## config.mk

```make
export PLATFORM = sky130hd
export DESIGN_NAME = clk_div_ctrl_flat
export DESIGN_NICKNAME = d
export VERILOG_FILES = /design/src/rtl/clk_div_pkg.sv /design/src/rtl/clk_div_ctrl_if.sv /design/src/rtl/clk_div_core.sv /design/src/rtl/clk_div_ctrl.sv /design/src/flat_wrapper.sv
export SDC_FILE = /design/constraint.sdc
export NUM_CORES = 1
export LEC_CHECK = 0
export CORE_MARGIN = 5
export CORE_UTILIZATION = 53
export DETAILED_ROUTE_END_ITERATION = 8
export GPL_ROUTABILITY_DRIVEN = 1
export PLACE_DENSITY = 0.84
export SETUP_SLACK_MARGIN = 0.3
export SYNTH_ARGS = -nofsm -noshare
export SYNTH_HDL_FRONTEND = slang
export SYNTH_HIERARCHICAL = 1
export SYNTH_SLANG_ARGS = --single-unit
```

## constraint.sdc

```tcl
create_clock -name clk -period 4.48 [get_ports clk]
set_clock_uncertainty 0.15 [all_clocks]
set_input_delay 1.12 -clock clk [delete_from_list [all_inputs] [get_ports clk]]
set_output_delay 1.12 -clock clk [all_outputs]
set_load 0.005 [all_outputs]
```

## src/rtl/clk_div_pkg.sv

```systemverilog
// Shared types, default widths and helpers for the run-time 2N clock divider.
package clk_div_pkg;

  localparam int CLK_DIV_CNT_W    = 16;
  localparam int CLK_DIV_BURST_W  = 8;
  localparam int CLK_DIV_DEF_HALF = 4;

  typedef enum logic [1:0] {
    IDLE     = 2'd0,
    RUN      = 2'd1,
    STOPPING = 2'd2
  } state_t;

  // A half-period of zero cannot be counted, so it is promoted to one (divide by 2).
  function automatic logic [31:0] sat_half(input logic [31:0] x);
    return (x == 32'd0) ? 32'd1 : x;
  endfunction

endpackage

```

## src/rtl/clk_div_ctrl_if.sv

```systemverilog
// Configuration handshake bundle: divide ratio and burst length offered over valid/ready.
interface clk_div_ctrl_if #(
  parameter int CNT_W   = 16,
  parameter int BURST_W = 8
);
  logic               cfg_valid;
  logic               cfg_ready;
  logic [CNT_W-1:0]   cfg_half;
  logic [BURST_W-1:0] cfg_cycles;

  modport master (output cfg_valid, cfg_half, cfg_cycles, input cfg_ready);
  modport slave  (input cfg_valid, cfg_half, cfg_cycles, output cfg_ready);
endinterface

```

## src/rtl/clk_div_core.sv

```systemverilog
// Half-period counter and toggle flop; reports when the current phase ends this cycle.
module clk_div_core #(
  parameter int CNT_W = 16
) (
  input  logic             clk,
  input  logic             reset,
  input  logic             en,
  input  logic             restart,
  input  logic [CNT_W-1:0] half,
  output logic             clk_out,
  output logic             toggle_rise,
  output logic             toggle_fall
);

  logic [CNT_W-1:0] cnt;
  logic             phase_end;

  // >= rather than == so a freshly shrunk half ends the phase at once instead of wrapping
  assign phase_end   = (cnt >= (half - CNT_W'(1)));
  assign toggle_rise = phase_end && !clk_out;
  assign toggle_fall = phase_end && clk_out;

  always_ff @(posedge clk or posedge reset) begin
    if (reset) begin
      cnt     <= '0;
      clk_out <= 1'b0;
    end else if (restart) begin
      cnt     <= '0;
      clk_out <= 1'b1;
    end else if (!en) begin
      cnt     <= '0;
      clk_out <= 1'b0;
    end else if (phase_end) begin
      cnt     <= '0;
      clk_out <= ~clk_out;
    end else begin
      cnt <= cnt + CNT_W'(1);
    end
  end

endmodule

```

## src/rtl/clk_div_ctrl.sv

```systemverilog
// Sequencer for the divider: config/shadow registers, start/stop FSM, burst counter, strobes.
module clk_div_ctrl
  import clk_div_pkg::*;
#(
  parameter int CNT_W    = CLK_DIV_CNT_W,
  parameter int BURST_W  = CLK_DIV_BURST_W,
  parameter int DEF_HALF = CLK_DIV_DEF_HALF
) (
  input  logic           clk,
  input  logic           reset,
  clk_div_ctrl_if.slave  cfg,
  input  logic           start,
  input  logic           stop,
  output logic           busy,
  output logic           clk_out,
  output logic           rise_stb,
  output logic           fall_stb,
  output logic           done
);

  state_t             state, nxt;
  logic [CNT_W-1:0]   half_reg, sh_half, new_half;
  logic [BURST_W-1:0] cyc_reg, sh_cyc, eff_cyc, remain;
  logic               pending, burst;
  logic               accept, apply_sh, last;
  logic               en, restart, toggle_rise, toggle_fall;
  logic               rise_d, fall_d, done_d, dec;

  assign cfg.cfg_ready = !pending;
  assign busy          = (state != IDLE);
  assign accept        = cfg.cfg_valid && cfg.cfg_ready;
  assign new_half      = CNT_W'(sat_half(32'(cfg.cfg_half)));
  // In IDLE a waiting shadow has no falling edge to wait for, so it is applied right away
  assign apply_sh      = pending && ((state == IDLE) || toggle_fall);
  assign last          = burst && (remain == BURST_W'(1));

  always_comb begin
    eff_cyc = cyc_reg;
    if (state == IDLE && accept)
      eff_cyc = cfg.cfg_cycles;
    else if (state == IDLE && pending)
      eff_cyc = sh_cyc;
  end

  clk_div_core #(.CNT_W(CNT_W)) u_core (
    .clk         (clk),
    .reset       (reset),
    .en          (en),
    .restart     (restart),
    .half        (half_reg),
    .clk_out     (clk_out),
    .toggle_rise (toggle_rise),
    .toggle_fall (toggle_fall)
  );

  always_ff @(posedge clk or posedge reset) begin
    if (reset) begin
      state    <= IDLE;
      rise_stb <= 1'b0;
      fall_stb <= 1'b0;
      done     <= 1'b0;
    end else begin
      state    <= nxt;
      rise_stb <= rise_d;
      fall_stb <= fall_d;
      done     <= done_d;
    end
  end

  always_comb begin
    nxt     = state;
    en      = 1'b0;
    restart = 1'b0;
    rise_d  = 1'b0;
    fall_d  = 1'b0;
    done_d  = 1'b0;
    dec     = 1'b0;
    case (state)
      IDLE: begin
        if (start && !stop) begin
          nxt     = RUN;
          restart = 1'b1;
          rise_d  = 1'b1;
        end
      end
      RUN: begin
        if (stop && !clk_out) begin
          nxt    = IDLE;
          done_d = 1'b1;
        end else if (toggle_fall) begin
          fall_d = 1'b1;
          dec    = burst;
          if (last || stop) begin
            nxt    = IDLE;
            done_d = 1'b1;
          end else begin
            en = 1'b1;
          end
        end else if (stop) begin
          nxt = STOPPING;
          en  = 1'b1;
        end else begin
          en     = 1'b1;
          rise_d = toggle_rise;
        end
      end
      STOPPING: begin
        if (toggle_fall) begin
          nxt    = IDLE;
          fall_d = 1'b1;
          done_d = 1'b1;
        end else begin
          en = 1'b1;
        end
      end
      default: nxt = IDLE;
    endcase
  end

  always_ff @(posedge clk or posedge reset) begin
    if (reset) begin
      half_reg <= CNT_W'(DEF_HALF);
      cyc_reg  <= '0;
      pending  <= 1'b0;
      burst    <= 1'b0;
    end else begin
      if (state == IDLE && accept) begin
        half_reg <= new_half;
        cyc_reg  <= cfg.cfg_cycles;
      end else if (apply_sh) begin
        half_reg <= sh_half;
        cyc_reg  <= sh_cyc;
        pending  <= 1'b0;
      end
      if (state != IDLE && accept)
        pending <= 1'b1;
      if (restart)
        burst <= (eff_cyc != '0);
    end
  end

  always_ff @(posedge clk) begin
    if (state != IDLE && accept) begin
      sh_half <= new_half;
      sh_cyc  <= cfg.cfg_cycles;
    end
    if (restart)
      remain <= eff_cyc;
    else if (dec)
      remain <= remain - BURST_W'(1);
  end

endmodule

```

## src/flat_wrapper.sv

```systemverilog
// flat-port wrapper written by rule: the top's interface ports become plain ports
module clk_div_ctrl_flat import clk_div_pkg::*;
#(
  parameter int CNT_W    = CLK_DIV_CNT_W,
  parameter int BURST_W  = CLK_DIV_BURST_W,
  parameter int DEF_HALF = CLK_DIV_DEF_HALF
)
  (clk, reset, start, stop, busy, clk_out, rise_stb, fall_stb, done, cfg_cfg_valid, cfg_cfg_half, cfg_cfg_cycles, cfg_cfg_ready);
  clk_div_ctrl_if #(.CNT_W(CNT_W), .BURST_W(BURST_W)) cfg_i ();
  input  logic clk;
  input  logic reset;
  input  logic start;
  input  logic stop;
  output logic busy;
  output logic clk_out;
  output logic rise_stb;
  output logic fall_stb;
  output logic done;
  input wire logic [$bits(cfg_i.cfg_valid)-1:0] cfg_cfg_valid;
  input wire logic [$bits(cfg_i.cfg_half)-1:0] cfg_cfg_half;
  input wire logic [$bits(cfg_i.cfg_cycles)-1:0] cfg_cfg_cycles;
  output wire logic [$bits(cfg_i.cfg_ready)-1:0] cfg_cfg_ready;
  assign cfg_i.cfg_valid = cfg_cfg_valid;
  assign cfg_i.cfg_half = cfg_cfg_half;
  assign cfg_i.cfg_cycles = cfg_cfg_cycles;
  assign cfg_cfg_ready = cfg_i.cfg_ready;
  clk_div_ctrl #(.CNT_W(CNT_W), .BURST_W(BURST_W), .DEF_HALF(DEF_HALF)) u_core (.clk(clk), .reset(reset), .cfg(cfg_i), .start(start), .stop(stop), .busy(busy), .clk_out(clk_out), .rise_stb(rise_stb), .fall_stb(fall_stb), .done(done));
endmodule
```

Word-level counts from Yosys, hierarchy flattened
Index checks and enable logic that the tools add are counted.

storage, ports and cells
  register bits after elaboration = 80
  output and inout bits = 6
  word-level logic and storage cells = 97

operators by class
  $add $sub $neg = 3
  magnitude comparators = 1
  equal/unequal tests = 9
  muxes and demuxes = 46
  bitwise logic cells = 1
  reductions and logical operators = 24

operator list
  kind                                                                     count
  16-bit two-way mux                                                       6
  8-bit two-way mux                                                        6
  1-bit two-way mux                                                        23
  16-bit by 1-bit adder with 16-bit output, second input constant          1
  16-bit >= comparator                                                     1
  16-bit zero test                                                         1
  16-bit by 1-bit subtractor with 16-bit output, second input constant     1
  2-bit two-way mux                                                        6
  1-bit logical AND                                                        10
  8-bit by 1-bit == test with 1-bit output, second input constant          1
  1-bit one-hot mux with 2 select lines                                    4
  2-bit nonzero test                                                       4
  8-bit nonzero test                                                       1
  8-bit by 1-bit subtractor with 8-bit output, second input constant       1
  2-bit inequality test, second input constant                             3
  2-bit one-hot mux with 3 select lines                                    1
  4-bit by 2-bit inequality test with 1-bit output, second input constant  1
  4-bit by 3-bit inequality test with 1-bit output, second input constant  1
  4-bit AND reduction                                                      1
  1-bit zero test                                                          3
  3-bit by 2-bit inequality test with 1-bit output, second input constant  1
  2-bit by 1-bit == test with 1-bit output, second input constant          1
  2-bit == test, second input constant                                     1
  2-bit zero test                                                          1
  3 further kinds                                                          4

Depth between registers and ports, before layout
Gate-level depths: netlist of the first run.

  word-level depth = 9
  mapped depth = 20

Hierarchy
The synthesis of the first run kept the hierarchy.

modules (own cells, without submodules)
  module        instances  cells an instance  area each (um^2)  sequential area each (um^2)
  clk_div_ctrl  1          291                2974.1            1737.9
  clk_div_core  1          160                1393.8            425.4

Worst setup path before layout of the first run
No wires, ideal clock.

  path kind = flip-flop to flip-flop
  start point = register u_core.half_reg[7]
  end point = register u_core.u_core.cnt[9]
  library setup time = 72 ps
  data arrival time = 4441 ps
  data required time = 4258 ps
  path slack = -182 ps
  cell stages (with the launch flop) = 19
  cell sequence = dfrtp_1 or4_4 or4_4 nor3_1 xnor2_1 ha_1 a21o_1 a21o_1 a2111o_1 nor3_1 nor2b_1 clkbuf_1 nor2_1 o21a_1 nand2_1 or4_1 buf_2 buf_6 nor2_1

between the ends
  longest elaborated chain between the ends = 8
  elaborated cells on any way between the ends = 10
  classes of those cells = 1 x add/sub; 1 x order compare; 7 x mux; 1 x reduce/logical

RTL lines
  element                                            line                 source
  start, declared                                    clk_div_ctrl.sv:22   logic [CNT_W-1:0] half_reg, sh_half, new_half;
  start signal, assigned                             clk_div_ctrl.sv:122  half_reg <= CNT_W'(DEF_HALF);
  start signal, assigned                             clk_div_ctrl.sv:128  half_reg <= new_half;
  start signal, assigned                             clk_div_ctrl.sv:131  half_reg <= sh_half;
  16-bit by 1-bit subtractor with 16-bit output (*)  clk_div_core.sv:19   assign phase_end = (cnt >= (half - CNT_W'(1)));
  16-bit >= comparator (*)                           clk_div_core.sv:19
  1-bit logical AND (*)                              clk_div_core.sv:21   assign toggle_fall = phase_end && clk_out;
  net u_core.toggle_fall                             clk_div_ctrl.sv:26   logic en, restart, toggle_rise, toggle_fall;
  1-bit two-way mux                                  clk_div_ctrl.sv:90   end else if (toggle_fall) begin
  1-bit two-way mux                                  clk_div_ctrl.sv:87   if (stop && !clk_out) begin
  1-bit one-hot mux with 2 select lines (*)          clk_div_ctrl.sv:78   case (state)
  net u_core.en                                      clk_div_ctrl.sv:26
  16-bit two-way mux (*)                             clk_div_core.sv:30   end else if (!en) begin
  16-bit two-way mux (*)                             clk_div_core.sv:27   end else if (restart) begin
  end signal, assigned                               clk_div_core.sv:37   cnt <= cnt + CNT_W'(1);
  end, declared                                      clk_div_core.sv:15   logic [CNT_W-1:0] cnt;

Mark *: on every way through the listed nets, which the timed path passes. The rest lies on a longest branch.
A chain may end at the register's enable or synchronous reset.

Worst setup path after layout of the first run
  start point = register u_core.half_reg[8]
  end point = register u_core.half_reg[14]

between the ends
  longest elaborated chain between the ends = 6

RTL lines
  element                                        line                source
  16-bit by 1-bit subtractor with 16-bit output  clk_div_core.sv:19
  16-bit >= comparator                           clk_div_core.sv:19
  1-bit logical AND                              clk_div_core.sv:21
  net u_core.toggle_fall                         clk_div_ctrl.sv:26
  1-bit logical OR                               clk_div_ctrl.sv:34  assign apply_sh = pending && ((state == IDLE) || toggle_fall);
  1-bit logical AND                              clk_div_ctrl.sv:34
  2-bit nonzero test (no line)                   --

The timed path passes the listed nets, and every way through them passes these cells.

==> results of run 1 <==
==> cells by family after synthesis <==
logic type | count (synthesis)
buffers and inverters | 51
muxes | 4
AOI/OAI and AO/OA | 75
DFF | 80
adders and majority gates | 24
xor gates and xnor gates | 34
and+or+nand+nor | 183
==> cells in the final DEF (no fill, tap or decap), types with 4 or more instances in the layout <==
master and n:
nand2_1 58, nor2_1 52, dfrtp_1 46, clkdlybuf4s50_1 34, edfxtp_1 32, ha_1 24, xnor2_1 21, buf_4 21
inv_1 20, a21oi_1 15, a31oi_1 15, xor2_1 13, nor2_4 10, clkbuf_8 9, o22ai_1 9, buf_6 8
nand3_1 8, o21ai_0 8, nor3_1 8, nor4_1 5, nand4_1 5, or4_4 4, a221oi_1 4, nor2_2 4
==> cells in the mapped netlist (all sizes together) (8+ instances only) <==
| cell | instances |
|---|---|
| nor2 | 66 |
| nand2 | 59 |
| dfrtp | 47 |
| edfxtp | 32 |
| clkbuf | 24 |
| ha | 24 |
| inv | 21 |
| xnor2 | 21 |
| a21oi | 16 |
| a31oi | 15 |
| xor2 | 13 |
| nor3 | 12 |
| o21ai | 10 |
| o22ai | 9 |
| nand3 | 8 |
==> timing repair <==
| item | in CTS | in global routing |
|---|---|---|
| setup buffers | 9 | 7 |
| gates cloned | 1 | 3 |
| pin swaps | 6 | 13 |
| resized for setup | 7 | 41 |
| endpoints found under the setup margin | 51 | 49 |
==> worst max-delay path by stage <==
stage | start | endpoint | slack (ns) | cells after the start
2_1_floorplan | u_core/half_reg[8] | u_core/u_core/cnt[0] | 0.04 | 18
3_3_place_gp | u_core/half_reg[8] | u_core/u_core/cnt[0] | 0.15 | 16
3_5_place_dp | u_core/half_reg[8] | u_core/u_core/cnt[14] | -0.05 | 16
4_1_cts | u_core/half_reg[8] | u_core/u_core/cnt[0] | 0.26 | 16
5_1_grt | u_core/half_reg[3] | u_core/half_reg[14] | 0.02 | 18
6_report | u_core/half_reg[8] | u_core/half_reg[14] | 0.17 | 17
==> metrics by stage <==
stage,cells,hold WS (ns),area (sq um)
detailed placement,573,0.319,4840
finish,609,0.349,5410
floorplan,451,0.304,4390
global placement,573,0.308,4840
CTS,599,0.341,5130
global route,609,0.379,5410
==> power breakdown <==
part           leakage, uW  internal [uW]  switching (uW)
Sequential        0.000888            978             203
Clock             0.000100            262             284
Combinational      0.00118            655             770
Total              0.00216           1900            1260
==> per-layer routing <==
metal,global-route usage,part of all wire,vias to the layer above
met4,0.0705,0.019,0
met2,0.325,0.51,138
met3,0.0353,0.054,20
li1,-,-,1681
met1,0.262,0.42,1795
met5,0,0,-
==> final cells by class <==
cell class / count / area share
clock inverter: 6 / 0.0125
tap: 105 / 0.0243
inverter: 22 / 0.0153
multi-input combinational: 320 / 0.403
timing repair buffer: 66 / 0.122
sequential: 80 / 0.400
clock buffer: 10 / 0.0236
==> worst reg2reg max path, stage by stage (launching register included) <==
cell,delay (ns)
dfrtp_1,0.41
or4_4,0.55
or4_4,0.47
nor3_4,0.14
xnor2_1,0.09
ha_1,0.34
a21o_1,0.18
a21o_1,0.15
a2111o_1,0.42
nor3_2,0.24
nor2b_2,0.09
buf_4,0.15
buf_6,0.12
nor2_4,0.11
nor2_4,0.06
buf_6,0.12
a222oi_1,0.32
inv_1,0.09
==> impl_results.md, run 1 <==
- Status: complete, no violations
- CP arrival: ~4.4 ns
- Worst vdd ir: between 300 and 400 uV
- CTS Buf Count: 9
- Worst r2r dst: u_core/half_reg[14]
- WL/cell: 17.5 um
- Crit-path max FO: 3
- Asr flop ratio synth: 0.600
- Static leakage: 0.00216 uW
- Diodes inserted: 0
- Post-synth EDFFs: 32
- Core footprint: about 8000 sq um
- Slew HR: 0.396
- Worst Hold Path Cells: 2
- HP Start: u_core/sh_half[12]
- CTS tree: done
- Synth Area in Adders: 0.0687
- Layout cells sized above 1: 0.167
- CP Class: reg2reg
- Clk sinks: 80
- Startpoint Class: register
- Final setup violation count: 0
- Die width: slightly above 100 um
- Post-Synth XOR/XNOR Area: 0.0682
- Pre-CTS setup slack: -0.0457 ns
- Total power: 3150 uW
- GRT Resource Usage Total: 0.197
- Residual DRC: 0
- Minimum clock period: around 4.3 ns
- CP Capture Type: register
- Clock slew at reported path FFs: approximately 0.090 ns
- Register Area: roughly 2200 sq um
- Mapped Nets: about 500
- Least-Margin Pin Slew: slightly above 0.9 ns
- Cells after Synth: 451
- NumNets Final: ~550
- Buf/Inv on CP: 4
- Post-synthesis mux area share: 0.0115
- Synth top area cells: dfrtp_1 (27%), edfxtp_1 (22%), ha_1 (6.9%)
- Endpoints failing hold: 0
- H-Tree Level Count: 3
- Number of max-cap violations: 0
- Final slew viol count: 0
- Avg Synthesized Cell Area: 9.69 sq um
- DR pass1 iterations: 5
- Grt ovf: 0
- Via/cell ratio: 5.97
- Slowest-stage cell, CP: or4_4
- P per Cell Area: approximately 580 nW/um^2
- Multi-input logic area: 2180 sq um
- Largest delay share family, worst path: simple AND/OR/NAND/NOR gates
- Area leader, netlist: dfrtp_1
- Worst hold endpoint: u_core/half_reg[12]
- Required @ worst endpoint: around 4.6 ns
- Chip Height: ~100 um
- Yosys cell types: 52
- Sequential-to-total area share from yosys stat: 0.495
- Most used DFF post-synth: dfrtp_1
- Mapped cell area: around 4400 sq um
- Initial antenna violation count: 0
- Post-layout util: 0.665
- Post-route ant nets: 0
- RSZ-0062 raised after global routing: yes
- First-pass GRT wire length: between 15 and 20 mm
- Largest family of logic cells by synthesized area: simple AND/OR/NAND/NOR gates
- Die ar.: between 10000 and 15000 sq um
- R2R depth: 17
- Clock buffer depth: 2
- Vias in the first global route: around 3300
- Clock latency on the worst-skew pair: around 0.37 ns
- R2R setup slack: 0.17 ns
- Fmax: between 200 and 250 MHz
- CTS Hold Bufs: 0
- # fillers: between 500 and 600
- Area growth syn-to-layout: 23.9%
- IO Count: 35
- #FFs+latches synth: 80
- Post-synthesis simple-gate area fraction: 0.196
- Cell Chain, Critical Path: or4_4 -> or4_4 -> nor3_4 -> xnor2_1 -> ha_1 -> a21o_1 -> a21o_1 -> a2111o_1 -> nor3_2 -> nor2b_2 -> buf_4 -> buf_6 -> nor2_4 -> nor2_4 -> buf_6 -> a222oi_1 -> inv_1
- CTS root buf: clkbuf_8
- Row cnt: 33
- Tightest Hold Check Type: reg2reg
- Port Buffers: 34
- Tcrit/Tclk final: 0.962
- Starting Density: 0.537
- R2r startpoint: u_core/half_reg[8]
- Initial DRC count: 272
- Setup TNS: 0 ns
- Setup slack after layout: 0.171 ns
- Largest net degree at the start of global routing: 32
- Post-synthesis compound-gate area fraction: 0.115
- WL final: ~11 mm
- Placer congestion estimate: ~0.93
- Critical Path Max Stage Delay: ~0.55 ns
- Share of the synthesized area in the top cell type: 0.269
- Via Count: approximately 3600
- Post-DP HPWL: between 6 and 7 mm
- Yosys warns: 6
Power figures use the tool's default switching activity.
==> run 2: changes to the inputs <==
--- a/config.mk
+++ b/config.mk
@@ -9,7 +9,7 @@
 export CORE_UTILIZATION = 53
 export DETAILED_ROUTE_END_ITERATION = 8
 export GPL_ROUTABILITY_DRIVEN = 1
-export PLACE_DENSITY = 0.84
+export PLACE_DENSITY = 0.77
 export SETUP_SLACK_MARGIN = 0.3
 export SYNTH_ARGS = -nofsm -noshare
 export SYNTH_HDL_FRONTEND = slang
==> run 2 against run 1 <==
  * Hold slack lost 0.0074 ns
  * Clock power is essentially flat
  * Sequential power is essentially flat
  * Die area is the same
  * Critical path type unchanged
  * Highest routed layer unchanged
==> impl_results.md, run 2 (same netlist as run 1, synthesis figures left out) <==
- Clock buffer depth: 2
- Static leakage: 0.00215 uW
- GRT Resource Usage Total: 0.199
- Diodes inserted: 0
- Slowest-stage cell, CP: or4_4
- Total power: a little over 3000 uW
- Row cnt: 33
- Status: complete, no violations
- Critical Path Max Stage Delay: ~0.54 ns
- Crit-path max FO: 3
- Final setup violation count: 0
- Clock latency on the worst-skew pair: between 0.3 and 0.4 ns
- Pre-CTS setup slack: 0.0486 ns
- Vias in the first global route: ~3400
- DR pass1 iterations: 5
- Residual DRC: 0
- CTS Hold Bufs: 0
- Setup slack after layout: approximately 0.17 ns
- CTS tree: done
- Initial DRC count: 250
- Startpoint Class: register
- First-pass GRT wire length: roughly 16 mm
- CTS Buf Count: 9
- Post-route ant nets: 0
- Largest delay share family, worst path: simple AND/OR/NAND/NOR gates
- RSZ-0062 raised after global routing: yes
- Buf/Inv on CP: 4
- CP Class: reg2reg
- Commonest non-fill, non-tap cell in the layout: nand2_1
- Die ar.: approximately 10000 sq um
- WL/cell: around 17 um
- Core footprint: 8130 sq um
- Least-Margin Pin Slew: around 0.91 ns
- Layout cells sized above 1: 0.163
- CTS root buf: clkbuf_8
- Cell Chain, Critical Path: or4_4 -> or4_4 -> nor3_4 -> xnor2_2 -> ha_1 -> a21o_1 -> a21o_1 -> a2111o_1 -> nor3_2 -> nor2b_2 -> buf_4 -> buf_6 -> nor2_4 -> nor2_2 -> buf_4 -> a222oi_1 -> inv_1
- Tightest Hold Check Type: reg2reg
- IO Count: 35
- WL final: 10.2 mm
- Placer congestion estimate: ~0.9
- Area growth syn-to-layout: 22.8%
- Largest net degree at the start of global routing: 32
- Via/cell ratio: 5.83
- Starting Density: 0.537
- Commonest non-fill, non-tap cells in the layout: nand2_1 (58), nor2_1 (49), dfrtp_1 (47)
- Required @ worst endpoint: between 4 and 5 ns
- Via Count: roughly 3500
- P per Cell Area: roughly 580 nW/um^2
- Worst vdd ir: between 300 and 400 uV
- Number of max-cap violations: 0
- CP arrival: around 4.4 ns
- Die width: between 100 and 150 um
- Clock slew at reported path FFs: about 0.09 ns
- Slew HR: 0.392
- Grt ovf: 0
- Chip Height: between 100 and 150 um
- Minimum clock period: between 4 and 5 ns
- Tcrit/Tclk final: 0.963
- Final slew viol count: 0
- NumNets Final: 546
- Initial antenna violation count: 0
- Endpoints failing hold: 0
- Post-DP HPWL: roughly 6.7 mm
- Port Buffers: 34
- CP Capture Type: register
- H-Tree Level Count: 3
- Clk sinks: 80
- Fmax: about 230 MHz
- # fillers: 595
[run 2: final cells by class]
type,instances,area [sq um],share of cell area
sequential,80,2160,0.403
inverter,22,82.6,0.0154
multi-input combinational,320,2150,0.401
tap,105,131,0.0245
timing repair buffer,60,632,0.118
clock buffer,11,141,0.0264
clock inverter,5,63.8,0.0119
[run 2: report_power, final]
| part | switching, uW | internal, uW |
|---|---|---|
| sequential | 187 | 977 |
| combinational | 741 | 645 |
| clock | 267 | 277 |
[run 2: layer usage]
| metal | vias up | track usage | wire length (um) |
|---|---|---|---|
| li1 | 1670 | - | - |
| met3 | 33 | 0.0436 | 745 |
| met1 | 1662 | 0.255 | 4180 |
| met5 | - | 0 | 0 |
| met2 | 153 | 0.328 | 4980 |
| met4 | 0 | 0.0829 | 318 |
[run 2: path summary, 6_finish.rpt]
path | startpoint | to | slack, ns | cells past startpoint
max | u_core/half_reg[8] | u_core/half_reg[14] | 0.17 | 17
min | u_core/sh_half[13] | u_core/half_reg[13] | 0.34 | 2
max reg2reg | u_core/half_reg[8] | u_core/half_reg[14] | 0.17 | 17
min reg2reg | u_core/sh_half[13] | u_core/half_reg[13] | 0.34 | 2
max in group asynchronous | reset | u_core/u_core/cnt[10] | 2.75 | 2
min in group asynchronous | reset | u_core/u_core/cnt[5] | 1.03 | 2
[run 2: per-stage QoR]
step,utilization,std cells,instance area (sq um),hold WS (ns),setup TNS [ns]
floorplan,-,451,4390,0.304,0
global placement,0.592,572,4820,0.311,0
detailed placement,0.592,572,4820,0.322,0
CTS,0.630,597,5130,0.350,0
global route,0.659,603,5360,0.372,-0.0705
finish,0.659,603,5360,0.342,0
[run 2: repair_timing]
action	CTS	global route
endpoints found under the setup margin	51	51
endpoints found under the hold margin	0	0
gates cloned	1	4
pin swaps	7	9
buffers inserted	8	2
gates resized for setup	12	33
[run 2: tightest hold or removal path: stages, from the launching register on]
cell	delay (ns)
edfxtp_1	0.33
a222oi_1	0.07
inv_1	0.06
==> run 3: changes to the inputs <==
--- a/config.mk
+++ b/config.mk
@@ -5,11 +5,11 @@
 export SDC_FILE = /design/constraint.sdc
 export NUM_CORES = 1
 export LEC_CHECK = 0
-export CORE_MARGIN = 5
+export CORE_MARGIN = 10
 export CORE_UTILIZATION = 53
 export DETAILED_ROUTE_END_ITERATION = 8
 export GPL_ROUTABILITY_DRIVEN = 1
-export PLACE_DENSITY = 0.77
+export PLACE_DENSITY_LB_ADDON = 0.25
 export SETUP_SLACK_MARGIN = 0.3
 export SYNTH_ARGS = -nofsm -noshare
 export SYNTH_HDL_FRONTEND = slang
==> run 3 against run 2 <==
  * Cell area is 3.3% lower
  * Non-clock buffer count shrank 3
  * Final cell count fell by 0.50%
  * Global-route usage down 4.5 points
  * Core utilization is 2.2 points lower
  * Flip-flop and latch count did not move
  * Critical endpoint is now u_core/u_core/cnt[0]
  * Worst setup slack improved by 0.10 ns
  * Sequential power about the same
  * First-iteration DRC count down 34%
  * Fmax up 2.5%
  * Routed wire length decreased by 6.3%
  * Hold slack gained 0.0010 ns
==> impl_results.md, run 3 (same netlist as run 1, synthesis figures left out) <==
- Status: complete, no violations
- DR pass1 iterations: 4
- CP Class: reg2reg
- H-Tree Level Count: 3
- IO Count: 35
- RSZ-0062 raised after global routing: yes
- R2r startpoint: u_core/half_reg[5]
- First-pass GRT wire length: between 15 and 20 mm
- Post-route ant nets: 0
- Number of max-cap violations: 0
- Static leakage: 0.00210 uW
- Worst r2r dst: u_core/u_core/cnt[0]
- WL final: around 9.6 mm
- Post-DP Area: slightly below 5000 sq um
- Required @ worst endpoint: roughly 4.6 ns
- Row cnt: 33
- Initial antenna violation count: 0
- CP Capture Type: register
- Clock buffer depth: 2
- Clock slew at reported path FFs: around 0.090 ns
- Vias in the first global route: 3347
- Area growth syn-to-layout: 18.7%
- Tcrit/Tclk final: 0.940
- P per Cell Area: between 500 and 600 nW/um^2
- GRT Resource Usage Total: 0.154
- Crit-path max FO: 8
- Commonest non-fill, non-tap cell in the layout: nor2_1
- Slew HR: 0.480
- Die ar.: between 10000 and 15000 sq um
- Post-DP HPWL: 6.86 mm
- Endpoints failing hold: 0
- Startpoint Class: register
- Port Buffers: 34
- Non-filler cells in the finished layout: 600
- Layout cells sized above 1: 0.135
- Worst hold endpoint: u_core/half_reg[14]
- WL/cell: roughly 16 um
- Least-Margin Pin Slew: between 0.7 and 0.8 ns
- CTS Hold Bufs: 0
- Largest net degree at the start of global routing: 32
- Starting Density: 0.537
- Final slew viol count: 0
- Total power: about 2900 uW
- Grt ovf: 0
- Initial DRC count: 164
- CP dominant cell by count: or4_4
- Worst Hold Path Cells: 2
- Setup TNS: 0 ns
- Clock latency on the worst-skew pair: about 0.36 ns
- CTS Buf Count: 9
- CP arrival: ~4.4 ns
- Worst vdd ir: roughly 300 uV
- Placer congestion estimate: between 0.8 and 0.9
- Diodes inserted: 0
- Clk sinks: 80
- Via/cell ratio: ~5.6
- Commonest non-fill, non-tap cells in the layout: nor2_1 (62), nand2_1 (58), dfrtp_1 (47)
- CTS tree: done
- HP Start: u_core/sh_half[14]
- R2R setup slack: 0.27 ns
- CTS root buf: clkbuf_8
- Via Count: ~3300
- Cell Chain, Critical Path: or4_4 -> or4_4 -> nor3_4 -> xnor2_1 -> ha_1 -> a21o_1 -> a21o_1 -> a2111o_1 -> nor3_2 -> nor2b_2 -> nor2_1 -> o21a_1 -> nand2_1 -> or4_4 -> buf_6 -> nor2_1
- Final Cell Area: 5190 sq um
- Chip Height: ~110 um
- Residual DRC: 0
- DP Cell Count: about 570
- Minimum clock period: between 4 and 5 ns
- NumNets Final: between 500 and 600
- Core footprint: 8130 sq um
- Tightest Hold Check Type: reg2reg
- Die width: roughly 110 um
- Final setup violation count: 0
- Critical Path Max Stage Delay: ~0.54 ns
- Slowest-stage cell, CP: or4_4
- R2R depth: 16
- Fmax: 238 MHz
## run 3: worst max path at each step
stage,from,to,cells past startpoint
after floorplan,u_core/half_reg[8],u_core/u_core/cnt[0],18
after CTS,u_core/half_reg[5],u_core/u_core/cnt[0],16
final,u_core/half_reg[5],u_core/u_core/cnt[0],16
after detailed placement,u_core/half_reg[8],u_core/u_core/cnt[0],16
after global placement,u_core/half_reg[8],u_core/u_core/cnt[0],16
after global routing,u_core/half_reg[7],u_core/u_core/cnt[5],16
## run 3: stage by stage
step / hold slack, ns / setup WS [ns] / util
after floorplan: 0.304 / 0.0386 / -
after global placement: 0.310 / 0.177 / 0.593
after detailed placement: 0.324 / 0.0431 / 0.593
after CTS: 0.345 / 0.236 / 0.628
after global routing: 0.377 / 0.126 / 0.638
final: 0.343 / 0.271 / 0.638
## run 3: repair_timing
item,4_1_cts,5_1_grt
pin swaps,8,9
endpoints found under the setup margin,51,51
gates cloned,1,0
resized for setup,10,13
setup buffers,7,3
## run 3: area by class of cell
class | count | area (sq um)
inverters | 22 | 82.6
multi-input cells | 320 | 2100
clock inverters | 7 | 60.1
repair buffers | 57 | 528
fillers | 638 | 2950
clock buffers | 9 | 124
flip-flops and latches | 80 | 2160
well taps | 105 | 131
## run 3: worst max-delay path, delay by kind of cell, from the launching register on
family	cells	cell delay, ns
flip-flops	1	0.39
AND/OR/NAND/NOR	9	2.16
AO/OA/AOI/OAI	4	0.85
XOR/XNOR	1	0.14
buffers and inverters	1	0.16
adder cells (fa/ha/maj)	1	0.28
## run 3: power by group
| part | internal [uW] | switching (uW) | leakage [uW] |
|---|---|---|---|
| clock | 213 | 288 | 0.0000969 |
| combinational | 534 | 668 | 0.00111 |
| sequential | 977 | 172 | 0.000889 |
| total | 1720 | 1130 | 0.00210 |
## run 3: metal layers
metal,vias up,GRT usage,part of all wire
li1,1657,-,-
met2,61,0.244,0.48
met1,1612,0.199,0.46
met3,15,0.0390,0.045
met5,-,0,0
met4,0,0.0512,0.018
